`src/rtl/imem_load_arbiter_if.sv`:
```
// imem_load_arbiter_if: bundles both loader request channels and the instruction-memory write port.
//   master: drives requester valid/addr/wdata/be; sees ready, mem_*, cpu_hold, owner
//   slave : the arbiter; drives ready, mem_*, cpu_hold, owner
interface imem_load_arbiter_if #(
    parameter int ADDR_WIDTH = 16,
    parameter int DATA_WIDTH = 32
);
    localparam int BE_WIDTH = DATA_WIDTH / 8;
    logic                  req0_valid;
    logic                  req0_ready;
    logic [ADDR_WIDTH-1:0] req0_addr;
    logic [DATA_WIDTH-1:0] req0_wdata;
    logic [BE_WIDTH-1:0]   req0_be;
    logic                  req1_valid;
    logic                  req1_ready;
    logic [ADDR_WIDTH-1:0] req1_addr;
    logic [DATA_WIDTH-1:0] req1_wdata;
    logic [BE_WIDTH-1:0]   req1_be;
    logic                  mem_en;
    logic [BE_WIDTH-1:0]   mem_we;
    logic [ADDR_WIDTH-1:0] mem_addr;
    logic [DATA_WIDTH-1:0] mem_wdata;
    logic                  cpu_hold;
    logic [1:0]            owner;
    modport master (
        output req0_valid, req0_addr, req0_wdata, req0_be,
        output req1_valid, req1_addr, req1_wdata, req1_be,
        input  req0_ready, req1_ready,
        input  mem_en, mem_we, mem_addr, mem_wdata, cpu_hold, owner
    );
    modport slave (
        input  req0_valid, req0_addr, req0_wdata, req0_be,
        input  req1_valid, req1_addr, req1_wdata, req1_be,
        output req0_ready, req1_ready,
        output mem_en, mem_we, mem_addr, mem_wdata, cpu_hold, owner
    );
endinterface

```
`src/rtl/imem_load_arbiter.sv`:
```
// imem_load_arbiter: sticky round-robin owner of the instruction-memory write port with CPU hold.
//   i_clk, i_rst : clock, synchronous active-high reset
//   bus (slave)  : two loader request channels, registered memory write port,
//                  cpu_hold (held until QUIET_CYCLES after the last byte-enabled beat),
//                  owner (00 none, 01 req0, 10 req1)
module imem_load_arbiter #(
    parameter int ADDR_WIDTH   = 16,
    parameter int DATA_WIDTH   = 32,
    parameter int GAP_CYCLES   = 16,
    parameter int QUIET_CYCLES = 134217727
) (
    input logic                i_clk,
    input logic                i_rst,
    imem_load_arbiter_if.slave bus
);
    localparam int BE_WIDTH = DATA_WIDTH / 8;
    localparam int QW = $clog2(QUIET_CYCLES + 1);
    localparam logic [7:0] GAP_LAST = 8'(GAP_CYCLES - 1);
    localparam logic [QW-1:0] QUIET_LOAD = QW'(QUIET_CYCLES);
    // Encoding doubles as the o_owner value.
    typedef enum logic [1:0] {IDLE = 2'b00, OWN0 = 2'b01, OWN1 = 2'b10} state_t;
    state_t                state_q, state_d;
    logic [7:0]            gap_q, gap_d;
    logic                  ptr_q, ptr_d;
    logic                  mem_en_q, mem_en_d;
    logic [BE_WIDTH-1:0]   mem_we_q, mem_we_d;
    logic [ADDR_WIDTH-1:0] mem_addr_q, mem_addr_d;
    logic [DATA_WIDTH-1:0] mem_wdata_q, mem_wdata_d;
    logic [QW-1:0]         quiet_q, quiet_d;
    logic                  hold_q, hold_d;
    logic                  owner_valid, other_valid;
    logic                  xfer0, xfer1;
    logic [BE_WIDTH-1:0]   xfer_be;
    // Ownership: ptr_q names the requester favoured on a tie in IDLE.
    always_comb begin
        state_d     = state_q;
        gap_d       = gap_q;
        ptr_d       = ptr_q;
        owner_valid = (state_q == OWN0) ? bus.req0_valid : bus.req1_valid;
        other_valid = (state_q == OWN0) ? bus.req1_valid : bus.req0_valid;
        case (state_q)
            IDLE: begin
                gap_d = '0;
                if (bus.req0_valid && bus.req1_valid) state_d = ptr_q ? OWN1 : OWN0;
                else if (bus.req0_valid) state_d = OWN0;
                else if (bus.req1_valid) state_d = OWN1;
            end
            OWN0, OWN1: begin
                if (owner_valid) begin
                    gap_d = '0;
                end else if (gap_q == GAP_LAST) begin
                    // This idle cycle is the GAP_CYCLES-th in a row: hand over.
                    gap_d   = '0;
                    ptr_d   = (state_q == OWN0);
                    state_d = !other_valid ? IDLE : (state_q == OWN0) ? OWN1 : OWN0;
                end else begin
                    gap_d = gap_q + 8'd1;
                end
            end
            default: state_d = IDLE;
        endcase
    end
    // Registered write port and quiet-time hold.
    always_comb begin
        xfer0       = (state_q == OWN0) && bus.req0_valid;
        xfer1       = (state_q == OWN1) && bus.req1_valid;
        xfer_be     = xfer0 ? bus.req0_be : xfer1 ? bus.req1_be : '0;
        mem_en_d    = xfer0 || xfer1;
        mem_we_d    = xfer_be;
        mem_addr_d  = xfer0 ? bus.req0_addr : xfer1 ? bus.req1_addr : mem_addr_q;
        mem_wdata_d = xfer0 ? bus.req0_wdata : xfer1 ? bus.req1_wdata : mem_wdata_q;
        quiet_d     = (|xfer_be) ? QUIET_LOAD : (quiet_q != '0) ? quiet_q - QW'(1) : quiet_q;
        hold_d      = (quiet_d != '0);
    end
    always_ff @(posedge i_clk) begin
        if (i_rst) begin
            state_q     <= IDLE;
            gap_q       <= '0;
            ptr_q       <= 1'b0;
            mem_en_q    <= 1'b0;
            mem_we_q    <= '0;
            mem_addr_q  <= '0;
            mem_wdata_q <= '0;
            quiet_q     <= '0;
            hold_q      <= 1'b0;
        end else begin
            state_q     <= state_d;
            gap_q       <= gap_d;
            ptr_q       <= ptr_d;
            mem_en_q    <= mem_en_d;
            mem_we_q    <= mem_we_d;
            mem_addr_q  <= mem_addr_d;
            mem_wdata_q <= mem_wdata_d;
            quiet_q     <= quiet_d;
            hold_q      <= hold_d;
        end
    end
    assign bus.req0_ready = (state_q == OWN0);
    assign bus.req1_ready = (state_q == OWN1);
    assign bus.mem_en     = mem_en_q;
    assign bus.mem_we     = mem_we_q;
    assign bus.mem_addr   = mem_addr_q;
    assign bus.mem_wdata  = mem_wdata_q;
    assign bus.cpu_hold   = hold_q;
    assign bus.owner      = state_q;
endmodule

```
`src/flat_wrapper.sv`:
```
// flat-port wrapper written by rule: the top's interface ports become plain ports
module imem_load_arbiter_flat 
#(
    parameter int ADDR_WIDTH   = 16,
    parameter int DATA_WIDTH   = 32,
    parameter int GAP_CYCLES   = 16,
    parameter int QUIET_CYCLES = 134217727
)
  (i_clk, i_rst, bus_req0_valid, bus_req0_addr, bus_req0_wdata, bus_req0_be, bus_req1_valid, bus_req1_addr, bus_req1_wdata, bus_req1_be, bus_req0_ready, bus_req1_ready, bus_mem_en, bus_mem_we, bus_mem_addr, bus_mem_wdata, bus_cpu_hold, bus_owner);
  imem_load_arbiter_if #(.ADDR_WIDTH(ADDR_WIDTH), .DATA_WIDTH(DATA_WIDTH)) bus_i ();
  input logic i_clk;
  input logic i_rst;
  input wire logic [$bits(bus_i.req0_valid)-1:0] bus_req0_valid;
  input wire logic [$bits(bus_i.req0_addr)-1:0] bus_req0_addr;
  input wire logic [$bits(bus_i.req0_wdata)-1:0] bus_req0_wdata;
  input wire logic [$bits(bus_i.req0_be)-1:0] bus_req0_be;
  input wire logic [$bits(bus_i.req1_valid)-1:0] bus_req1_valid;
  input wire logic [$bits(bus_i.req1_addr)-1:0] bus_req1_addr;
  input wire logic [$bits(bus_i.req1_wdata)-1:0] bus_req1_wdata;
  input wire logic [$bits(bus_i.req1_be)-1:0] bus_req1_be;
  output wire logic [$bits(bus_i.req0_ready)-1:0] bus_req0_ready;
  output wire logic [$bits(bus_i.req1_ready)-1:0] bus_req1_ready;
  output wire logic [$bits(bus_i.mem_en)-1:0] bus_mem_en;
  output wire logic [$bits(bus_i.mem_we)-1:0] bus_mem_we;
  output wire logic [$bits(bus_i.mem_addr)-1:0] bus_mem_addr;
  output wire logic [$bits(bus_i.mem_wdata)-1:0] bus_mem_wdata;
  output wire logic [$bits(bus_i.cpu_hold)-1:0] bus_cpu_hold;
  output wire logic [$bits(bus_i.owner)-1:0] bus_owner;
  assign bus_i.req0_valid = bus_req0_valid;
  assign bus_i.req0_addr = bus_req0_addr;
  assign bus_i.req0_wdata = bus_req0_wdata;
  assign bus_i.req0_be = bus_req0_be;
  assign bus_i.req1_valid = bus_req1_valid;
  assign bus_i.req1_addr = bus_req1_addr;
  assign bus_i.req1_wdata = bus_req1_wdata;
  assign bus_i.req1_be = bus_req1_be;
  assign bus_req0_ready = bus_i.req0_ready;
  assign bus_req1_ready = bus_i.req1_ready;
  assign bus_mem_en = bus_i.mem_en;
  assign bus_mem_we = bus_i.mem_we;
  assign bus_mem_addr = bus_i.mem_addr;
  assign bus_mem_wdata = bus_i.mem_wdata;
  assign bus_cpu_hold = bus_i.cpu_hold;
  assign bus_owner = bus_i.owner;
  imem_load_arbiter #(.ADDR_WIDTH(ADDR_WIDTH), .DATA_WIDTH(DATA_WIDTH), .GAP_CYCLES(GAP_CYCLES), .QUIET_CYCLES(QUIET_CYCLES)) u_core (.i_clk(i_clk), .i_rst(i_rst), .bus(bus_i));
endmodule
```
`config.mk`:
```
export PLATFORM = sky130hd
export DESIGN_NAME = imem_load_arbiter_flat
export DESIGN_NICKNAME = d
export VERILOG_FILES = /design/src/rtl/imem_load_arbiter_if.sv /design/src/rtl/imem_load_arbiter.sv /design/src/flat_wrapper.sv
export SDC_FILE = /design/constraint.sdc
export NUM_CORES = 1
export LEC_CHECK = 0
export ABC_AREA = 1
export CAP_MARGIN = 20
export CORE_MARGIN = 1
export CORE_UTILIZATION = 45
export CTS_BUF_LIST = sky130_fd_sc_hd__clkbuf_4
export CTS_CLUSTER_SIZE = 28
export DETAILED_ROUTE_END_ITERATION = 6
export PLACE_DENSITY = 0.88
export SYNTH_ARGS = -nofsm -noshare
export SYNTH_HDL_FRONTEND = slang
export SYNTH_SLANG_ARGS = --single-unit
```
`constraint.sdc`:
```
create_clock -name i_clk -period 5.55 [get_ports i_clk]
set_input_delay 1.11 -clock i_clk [delete_from_list [all_inputs] [get_ports i_clk]]
set_output_delay 1.11 -clock i_clk [all_outputs]
set_load 0.05 [all_outputs]
```
==> results of run 1 <==
==> power by group <==
part           switching, mW  internal [mW]  total (mW)
clock                  0.266          0.104       0.370
sequential             0.137          0.824       0.961
combinational           1.16          0.581        1.74
total                   1.56           1.51        3.07
==> area by class of cell <==
class | instances | area share [%]
Clock buffer | 9 | 1.034
Timing Repair Buffer | 169 | 25.66
Inverter | 51 | 3.006
Clock inverter | 7 | 1.015
Multi-Input combinational cell | 519 | 38.56
Sequential cell | 92 | 28.18
Tap cell | 133 | 2.546
==> worst max-delay path: cells and delay by family <==
family / cells / cell delay [ns]
compound gates: 1 / 0.16
buf+inv: 2 / 0.82
simple gates: 11 / 1.62
==> cell usage after synthesis (all sizes together) <==
master | n | area [sq um]
a21oi | 42 | 214.0
nor3b | 1 | 7.510
clkbuf | 21 | 78.83
a211oi | 3 | 22.52
o221ai | 19 | 166.4
nand2 | 218 | 838.3
clkinv | 1 | 8.760
o21a | 2 | 15.01
a31oi | 19 | 118.9
nand3b | 7 | 52.55
ha | 7 | 87.58
nand4 | 9 | 56.30
o21ai | 15 | 75.07
nor3 | 3 | 15.01
xnor2 | 1 | 8.760
buf | 13 | 75.07
inv | 50 | 187.7
a22oi | 3 | 22.52
o211ai | 1 | 7.510
xor2 | 9 | 78.83
o31ai | 2 | 15.01
a31o | 1 | 8.760
nor2 | 106 | 454.2
dfxtp | 92 | 1842
nand3 | 51 | 255.2
==> how the worst max path moves through the flow <==
stage,start,end,slack (ns),depth (start not counted)
final,bus_req0_valid,u_core.bus.cpu_hold,2.16,14
after global routing,bus_req0_valid,u_core.bus.cpu_hold,1.91,14
after CTS,bus_req0_valid,u_core.bus.cpu_hold,2.15,14
after detailed placement,bus_req0_valid,u_core.bus.cpu_hold,1.67,14
after global placement,bus_req0_valid,u_core.bus.cpu_hold,1.74,14
after floorplan,u_core.bus.owner[0],u_core.bus.cpu_hold,2.91,15
==> registers in the layout, summed over array words and instances (netlist names) <==
name / cells
u_core.bus.mem_wdata: 32
u_core.quiet_q: 27
u_core.bus.mem_addr: 16
u_core.gap_q: 8
u_core.bus.mem_we: 4
u_core.bus.owner: 2
u_core.bus.cpu_hold: 1
u_core.bus.mem_en: 1
u_core.ptr_q: 1
==> metal layers <==
metal  up-vias  part of all wire (%)  global-route usage, %
met5         -                     0                      0
met4         0                   3.3                  10.92
met3        34                   9.7                  9.962
met2       184                    47                  42.29
met1      2303                    40                  29.63
li1       2576                     -                      -
==> cells by family (layout without fill, tap and decap cells) <==
| kind of cell | Yosys count | after routing | synth area share [%] |
|---|---|---|---|
| xor+xnor | 10 | 10 | 1.859 |
| simple gates | 395 | 395 | 35.63 |
| flops | 92 | 92 | 39.09 |
| fa+ha+maj | 7 | 7 | 1.859 |
| compound gates | 107 | 107 | 14.13 |
| buf+inv | 85 | 236 | 7.435 |
==> through the flow <==
stage | utilization (%) | setup WS (ns) | hold slack [ns] | cells | total power, mW
after global routing | 65.65 | 1.907 | 0.5049 | 980 | 3.310
final | 65.65 | 2.156 | 0.4785 | 980 | 3.072
after global placement | 64.30 | 1.739 | 0.4520 | 964 | 2.667
after CTS | 65.65 | 2.149 | 0.4786 | 980 | 3.062
after floorplan | - | 2.905 | 0.4627 | 696 | 2.246
after detailed placement | 64.30 | 1.667 | 0.4581 | 964 | 2.693
==> key figures, run 1 <==
Timing
  – Fmax: 294.6 MHz
  – Clock Skew: between 0.03 and 0.04 ns
  – Tcrit/Tclk final: 61.16%
  – Slew margin rel.: 47.78%
  – Slew @ Worst Pin: 0.7824 ns
  – Setup violations, final: 0
  – TNS Setup: 0 ns
  – Final Hold Vio Count: 0
  – Crit path time final: 3.394 ns
  – Unrepaired setup endpoints after global routing: no
  – Slew Limit Fails: 0

Detailed routing
  – Routed Antenna Nets: 0
  – DR vias/cell: 5.201
  – WL/cell: 14.34 microns
  – DRC viols: 0
  – Detailed Route Iter0 Violations: 266
  – Overall routed net length: 14,060 microns
  – Vias: 5,097
  – TritonRoute pass-1 iters: 5

Placement
  – Hpwl dp: 10,270 microns
  – Area after DPL: 6401 sq um
  – GPL Wtd Cong: 0.8385
  – Count of buffers from port buffering: 165

Clock network
  – Clock-pin slew on the worst setup and hold paths: 0.16 ns
  – Total clock sinks: 92
  – # hold bufs at CTS: 0
  – CTS buffer count: 9
  – CTS tree: yes
  – CTS Root Cell: clkbuf_4
  – Later-pin clock latency in the skew report: 0.46 ns
  – Resized Gates After CTS: 0
  – Longest Clk Path Bufs: 2
  – Post-CTS Setup Inserts: 0
  – H-tree levels: 3

Worst setup path
  – Critical Path AT: ~3.7 ns
  – Cell repeated most along the worst path: nor2_1
  – Worst-case reg-to-reg path depth: 15
  – Crit path launch type: input port
  – Reg-to-Reg Start: u_core.bus.owner[1]
  – WS Path Type: in -> reg
  – CP cell instances: clkdlybuf4s50_1 > nand2_4 > clkinv_4 > nand2_1 > o21a_1 > nand2_2 > nor2_8 > nand3_1 > nor2_1 > nand2_1 > nor2_1 > nand2_1 > nor2_1 > nor2_1
  – Worst Path Max Fanout: 54
  – Critical path endpoint category: register
  – Reg2Reg Setup Slack: 2.53 ns
  – CP peak stage delay: 0.49 ns
  – Crit path required time: 5.88 ns
  – FF-to-FF End: u_core.bus.cpu_hold
  – Worst path slowest cell: clkdlybuf4s50_1

Power
  – Lkg Pwr: 2.706 nW
  – Peak VDD IR: 0.1982 mV
  – Pwr/cell area: 470.1 nW/um^2

Floorplan
  – Initial Utilization: approximately 47%
  – Io pins: between 150 and 200
  – Rows: 36
  – Area of the die: roughly 11,000 sq um
  – Core box area: between 9000 and 10,000 sq um
  – Die W: 104.3 microns
  – Die height: approximately 100 microns

Synthesis
  – Synthesized Nets: 811
  – Synth Register Bits: between 90 and 100
  – Synth cell types: 34
  – Post-Syn Instances: 696
  – Seq/Total Area, Yosys: 39.09%
  – Mapped Area: 4712 sq um
  – Yosys Warn Count: 0
  – Avg Inst Size Synth: 6.770 sq um

Worst hold path
  – HP Class: reg -> reg
  – Hold EP: u_core.bus.mem_wdata[23]
  – Hold Crit Depth: 2
  – Hold_sp: u_core.bus.mem_wdata[23]

Global routing
  – Initial antenna violation count: 0
  – Total congestion overflow: 0
  – Largest net degree at the start of global routing: 66
  – First-pass GRT wire length: between 20,000 and 25,000 microns
  – Gr usage total: 25.73%
  – Number of global-route vias before repair: 4,853

Finish
  – Nets: 957
  – Most common cell after layout, fill and taps aside: nand2_1
  – Most frequent cells in the layout: 212 x nand2_1, 164 x clkdlybuf4s50_1, 95 x nor2_1, 92 x dfxtp_1, 51 x nand3_1
  – Area growth syn-to-layout: 38.69%
  – Layout cells sized above 1: 5.313%
  – Antenna Cells: 0
  – Register area: 1842 sq um
  – Post-route cell area: 6535 sq um
  – Layout fillers: approximately 840
  – Multi-input logic area: 2520 sq um

Status
  – Outcome: complete, no violations

Flow run
  – Max Cap Violations: 0
Power figures use the tool's default switching activity.
==> run 2: changes to the inputs <==
==> constraint.sdc (replaced) <==
create_clock -name i_clk -period 3.5 [get_ports i_clk]
set_input_delay 0.7 -clock i_clk [delete_from_list [all_inputs] [get_ports i_clk]]
set_output_delay 0.7 -clock i_clk [all_outputs]
set_load 0.05 [all_outputs]
==> run 2 against run 1 <==
Net effect: sequential power increased by 59%; via count about the same; highest routed layer unchanged; largest cell class unchanged; cell count increased by 0.31%; critical path type is now reg -> out.
==> key figures, run 2 (synthesis results as in run 1) <==
Status
  – Outcome: complete, no violations (unchanged)

Clock network
  – Post-CTS Setup Inserts: 0 (unchanged)
  – Longest Clk Path Bufs: 2 (unchanged)
  – H-tree levels: 3 (unchanged)
  – Resized Gates After CTS: 0 (unchanged)
  – CTS buffer count: 9 (unchanged)
  – Total clock sinks: 92 (unchanged)
  – CTS Root Cell: clkbuf_4 (unchanged)
  – CTS tree: yes (unchanged)
  – Clock-pin slew on the worst setup and hold paths: 0.15 ns (was 0.16 ns)
  – # hold bufs at CTS: 0 (unchanged)
  – Later-pin clock latency in the skew report: 0.43 ns (was 0.46 ns)

Finish
  – Most frequent cells in the layout: 212 x nand2_1, 164 x clkdlybuf4s50_1, 95 x nor2_1, 92 x dfxtp_1, 51 x nand3_1 (unchanged)
  – Area growth syn-to-layout: 39.19% (was 38.69%)
  – Layout fillers: 863 (was 838)
  – Most common cell after layout, fill and taps aside: nand2_1 (unchanged)
  – Register area: 1842 sq um (unchanged)
  – Multi-input logic area: 2520 sq um (unchanged)
  – Layout cells sized above 1: 5.412% (was 5.313%)
  – Post-route cell area: 6559 sq um (was 6535 sq um)
  – Nets: 960 (was 957)
  – Antenna Cells: 0 (unchanged)
  – Max reg flops: 32 (unchanged)

Placement
  – GPL Wtd Cong: 0.9002 (was 0.8385)
  – Area after DPL: 6424 sq um (was 6401 sq um)
  – Count of buffers from port buffering: 165 (unchanged)
  – Setup WS pre-CTS: 0.4327 ns (was 1.667 ns)
  – Hpwl dp: 10,650 microns (was 10,270 microns)

Worst setup path
  – Setup crit start: u_core.bus.owner[1] (was bus_req0_valid)
  – Reg2Reg Setup Slack: 0.89 ns (was 2.53 ns)
  – Critical path endpoint category: output port (was register)
  – Worst Path Max Fanout: 5 (was 54)
  – Reg-to-Reg Start: u_core.bus.owner[1] (unchanged)
  – Crit path required time: 2.80 ns (was 5.88 ns)
  – Critical Path AT: 2.06 ns (was 3.73 ns)
  – Crit path launch type: register (was input port)
  – WS Path Type: reg -> out (was in -> reg)
  – Worst-case reg-to-reg path depth: 14 (was 15)
  – Worst path slowest cell: clkdlybuf4s50_1 (unchanged)
  – CP cell instances: inv_1 > ha_1 > clkdlybuf4s50_1 (was clkdlybuf4s50_1 > nand2_4 > clkinv_4 > nand2_1 > o21a_1 > nand2_2 > nor2_8 > nand3_1 > nor2_1 > nand2_1 > nor2_1 > nand2_1 > nor2_1 > nor2_1)
  – CP peak stage delay: 0.86 ns (was 0.49 ns)
  – FF-to-FF End: u_core.bus.cpu_hold (unchanged)

Detailed routing
  – Detailed Route Iter0 Violations: 328 (was 266)
  – Vias: 5,101 (was 5,097)
  – Routed Antenna Nets: 0 (unchanged)
  – TritonRoute pass-1 iters: 5 (unchanged)
  – DRC viols: 0 (unchanged)
  – Overall routed net length: 14,110 microns (was 14,060 microns)
  – WL/cell: 14.35 microns (was 14.34 microns)
  – DR vias/cell: 5.189 (was 5.201)

Flow run
  – Max Cap Violations: 0 (unchanged)

Timing
  – Clock Skew: 0.01204 ns (was 0.03097 ns)
  – TNS Setup: 0 ns (unchanged)
  – Final Hold Vio Count: 0 (unchanged)
  – Setup violations, final: 0 (unchanged)
  – Slew @ Worst Pin: 0.5901 ns (was 0.7824 ns)
  – Fmax: between 300 and 400 MHz
  – Unrepaired setup endpoints after global routing: no (unchanged)
  – Final hold slack: 0.4742 ns (was 0.4785 ns)
  – Crit path time final: 2.758 ns
  – Setup slack after layout: 0.7418 ns (was 2.156 ns)
  – Tcrit/Tclk final: about four fifths
  – Slew Limit Fails: 0 (unchanged)
  – Slew margin rel.: 60.54% (was 47.78%)

Power
  – Lkg Pwr: 2.723 nW (was 2.706 nW)
  – Pwr/cell area: 746.3 nW/um^2 (was 470.1 nW/um^2)
  – Peak VDD IR: 0.3272 mV (was 0.1982 mV)

Global routing
  – Initial antenna violation count: 0 (unchanged)
  – Largest net degree at the start of global routing: 57 (was 66)
  – Number of global-route vias before repair: 4,852 (was 4,853)
  – Gr usage total: 26.18% (was 25.73%)
  – Total congestion overflow: 0 (unchanged)
  – First-pass GRT wire length: 23,070 microns (was 22,630 microns)

Floorplan
  – Rows: 36 (unchanged)
  – Core box area: 9955 sq um (unchanged)
  – Area of the die: 10,880 sq um (unchanged)
  – Die height: 104.3 microns (unchanged)
  – Io pins: 166 (unchanged)
  – Initial Utilization: 47.34% (unchanged)
  – Die W: 104.3 microns (unchanged)

Worst hold path
  – Hold_sp: u_core.bus.mem_wdata[20] (was u_core.bus.mem_wdata[23])
  – Hold Crit Depth: 2 (unchanged)
  – HP Class: reg -> reg (unchanged)
  – Hold EP: u_core.bus.mem_wdata[20] (was u_core.bus.mem_wdata[23])
## run 2: stage by stage
stage | utilization [%] | power, mW | cells
6_report | 65.89 | 4.895 | 983
5_1_grt | 65.89 | 5.291 | 983
4_1_cts | 65.89 | 4.876 | 983
3_5_place_dp | 64.53 | 4.297 | 967
3_3_place_gp | 64.53 | 4.257 | 967
2_1_floorplan | - | 3.562 | 696
## run 2: report_power, final
group | leakage [nW] | switching (mW) | internal [mW]
clock network | 0.0710 | 0.365 | 0.215
registers | 0.753 | 0.224 | 1.31
logic | 1.90 | 1.85 | 0.935
total | 2.72 | 2.44 | 2.46
## run 2: cell type report
type                    count  area share, %
multi-input cells         519          38.42
flip-flops and latches     92          28.08
repair buffers            172          25.91
inverters                  51          2.995
well taps                 133          2.537
clock buffers               9          1.030
clock inverters             7          1.030
## run 2: metal layers
metal  track usage, %  part of all wire [%]
met1            30.72                    41
met2            44.13                    47
met3            7.957                   9.3
met4            10.82                   2.8
met5                0                     0
## run 2: how the worst max path moves through the flow
stage,to,slack [ns]
floorplan,u_core.bus.cpu_hold,0.86
global placement,u_core.bus.cpu_hold,0.49
detailed placement,u_core.bus.cpu_hold,0.43
CTS,bus_req0_ready,0.73
global route,u_core.bus.cpu_hold,0.57
finish,bus_req0_ready,0.74
## run 2: worst max-delay path, delay by kind of cell, from the launching register on
kind / cells / cell delay [ns]
adders and majority gates: 1 / 0.29
buffers and inverters: 2 / 0.97
DFF: 1 / 0.37
==> variant, RTL diff (flow settings as in run 2) <==
`mem_we_q`, `mem_addr_q` and `mem_wdata_q` no longer have a reset.
--- a/src/rtl/imem_load_arbiter.sv
+++ b/src/rtl/imem_load_arbiter.sv
@@ -78,9 +78,6 @@
             gap_q       <= '0;
             ptr_q       <= 1'b0;
             mem_en_q    <= 1'b0;
-            mem_we_q    <= '0;
-            mem_addr_q  <= '0;
-            mem_wdata_q <= '0;
             quiet_q     <= '0;
             hold_q      <= 1'b0;
         end else begin
@@ -88,12 +85,15 @@
             gap_q       <= gap_d;
             ptr_q       <= ptr_d;
             mem_en_q    <= mem_en_d;
-            mem_we_q    <= mem_we_d;
-            mem_addr_q  <= mem_addr_d;
-            mem_wdata_q <= mem_wdata_d;
             quiet_q     <= quiet_d;
             hold_q      <= hold_d;
         end
+    end
+
+    always_ff @(posedge i_clk) begin
+        mem_we_q    <= mem_we_d;
+        mem_addr_q  <= mem_addr_d;
+        mem_wdata_q <= mem_wdata_d;
     end
     assign bus.req0_ready = (state_q == OWN0);
     assign bus.req1_ready = (state_q == OWN1);
Function: differs if i_rst is asserted again (counterexample within 4 cycles, from zero or initial values and one cycle with i_rst high); with i_rst held inactive, the same outputs for 10 cycles.
==> variant against run 2 <==
  * Wire length grew 0.68%
  * Register-to-register slack gained 0.13 ns
  * Total power grew 6.2%
  * Die area grew 0.52%
  * First-iteration DRC count grew 5.2%
  * Clock power grew 3.8%
  * Final area grew 1.6%
  * Count of clock-buffer cells in the layout is the same
  * Area after synthesis grew 0.53%
  * Sequential share of layout area grew 6.8 points
  * Sequential power grew 12%
  * Sequential cell count is the same
  * Clock skew grew 0.0054 ns
  * Worst setup slack gained 0.017 ns
  * Critical path type unchanged
  * Largest cell class is now flip-flops and latches
  * Largest power group unchanged
==> variant: results (changes against run 2) <==
INFO  metric outcome = finished clean (unchanged)
INFO  metric synth.cells.most_frequent = sky130_fd_sc_hd__nand2_1 (279), sky130_fd_sc_hd__nor2_1 (83), sky130_fd_sc_hd__inv_1 (57) (was sky130_fd_sc_hd__nand2_1 (212), sky130_fd_sc_hd__nor2_1 (95), sky130_fd_sc_hd__dfxtp_1 (92))
INFO  metric number_of_global_route_vias_before_repair = 4618 (was 4852)
INFO  metric synth.lib_cells_used.distinct = 26 (was 34)
INFO  metric crit_arrival = 2.04 ns (was 2.06 ns)
INFO  metric instances_no_fill = 961 (was 983)
INFO  metric route.vias.total = 4857 (was 5101)
INFO  metric fin_worst_skew = 0.01749 ns (was 0.01204 ns)
INFO  metric leakagePower = 0.002955 uW (was 0.002723 uW)
INFO  metric design.final.nets = 933 (was 960)
INFO  metric power_switching_share = 48.79% (was 49.81%)
INFO  metric proportion_of_layout_cells_with_a_drive_suffix_above_1 = 3.524% (was 5.412%)
INFO  metric synthesis.area_per_instance = 7.210 um^2 (was 6.770 um^2)
INFO  metric global_route_wire_length_before_repair = 22610 um (was 23070 um)
INFO  metric gp_congestion = 0.8711 (was 0.9002)
INFO  metric synth_edf_count = 48 (was 0)
INFO  metric r2r-end = u_core.bus.mem_wdata[15] (was u_core.bus.cpu_hold)
INFO  metric number_of_nets_produced_by_synthesis = 772 (was 811)
INFO  metric netlist_top_cells_area = sky130_fd_sc_hd__edfxtp_1 (30%), sky130_fd_sc_hd__nand2_1 (22%), sky130_fd_sc_hd__dfxtp_1 (19%), sky130_fd_sc_hd__nor2_1 (6.6%), sky130_fd_sc_hd__inv_1 (4.5%) (was sky130_fd_sc_hd__dfxtp_1 (39%), sky130_fd_sc_hd__nand2_1 (17%), sky130_fd_sc_hd__nor2_1 (7.6%), sky130_fd_sc_hd__nand3_1 (5.4%), sky130_fd_sc_hd__a21oi_1 (4.4%))
INFO  metric fillers = 860 (was 863)
INFO  metric hp-start = u_core.gap_q[6] (was u_core.bus.mem_wdata[20])
INFO  metric grt_start_max_net_pins = 50 (was 57)
INFO  metric drtIter0Drc = 345 (was 328)
INFO  metric final.hold.worst_slack = 0.5068 ns (was 0.4742 ns)
INFO  metric worst_slew_pin_slew = 0.6747 ns (was 0.5901 ns)
INFO  metric dpl.cell_count = 943 (was 967)
INFO  metric grt_antenna_before_repair = 1 (was 0)
INFO  metric crit_path_max_fanout = 4 (was 5)
INFO  metric r2r_slack = 1.02 ns (was 0.89 ns)
INFO  metric hpwlAfterDp = 11030 um (was 10650 um)
INFO  metric power.ir.vdd_worst = 0.4610 mV (was 0.3272 mV)
[variant: cells by family (layout without fill, tap and decap cells)]
logic type	after synthesis	count (layout)	share of synthesized area (%)
compound gates	54	54	5.917
xor+xnor	6	6	1.109
fa+ha+maj	7	7	1.849
buf+inv	79	245	6.762
flops	92	92	49.02
other cells	0	2	0
simple gates	419	419	35.34
[variant: power by group through the flow]
stage | Sequential, uW | Clock [uW] | Combinational, uW
floorplan | 2170 | 0 | 1580
global placement | 1720 | 0 | 2800
detailed placement | 1730 | 0 | 2860
CTS | 1710 | 602 | 2870
global route | 1740 | 659 | 3190
finish | 1710 | 601 | 2880
[variant: layer usage]
metal	wire (um)	GRT usage (%)	vias up
li1	-	-	2405
met1	5402	29.57	2206
met2	7082	46.45	207
met3	1202	8.983	39
met4	514	11.87	0
met5	0	0	-
[variant: worst max path at each step]
| stage | slack [ns] | depth (start not counted) | to | startpoint |
|---|---|---|---|---|
| detailed placement | 0.49 | 5 | u_core.bus.mem_wdata[11] | bus_req0_valid |
| floorplan | 0.24 | 6 | u_core.bus.mem_addr[0] | u_core.bus.owner[1] |
| global placement | 0.58 | 5 | u_core.bus.mem_wdata[11] | bus_req0_valid |
| finish | 0.76 | 3 | bus_req0_ready | u_core.bus.owner[1] |
| CTS | 0.75 | 3 | bus_req0_ready | u_core.bus.owner[1] |
| global route | 0.65 | 3 | bus_req0_ready | u_core.bus.owner[1] |
[variant: worst max-delay path, delay by kind of cell (launching register included)]
family     cells  cell delay (ns)
fa+ha+maj      1             0.24
buf+inv        2             0.96
flops          1             0.37
[variant: stage by stage]
stage                     worst slack, ns  cell area, um^2  total power [uW]  util (%)
after global routing               0.6472             6666              5589     64.86
after detailed placement           0.4887             6529              4589     63.53
after floorplan                    0.2381             4737              3745         -
after CTS                          0.7527             6661              5180     64.82
final                              0.7585             6666              5199     64.86
after global placement             0.5778             6529              4521     63.53
[variant: area by class of cell]
type | instances | share of cell area, %
tap | 136 | 2.553
inverter | 58 | 3.266
timing repair buffer | 171 | 25.83
sequential | 92 | 34.83
clock inverter | 7 | 0.9760
clock buffer | 9 | 1.014
antenna | 2 | 0.07508
multi-input combinational | 486 | 31.46
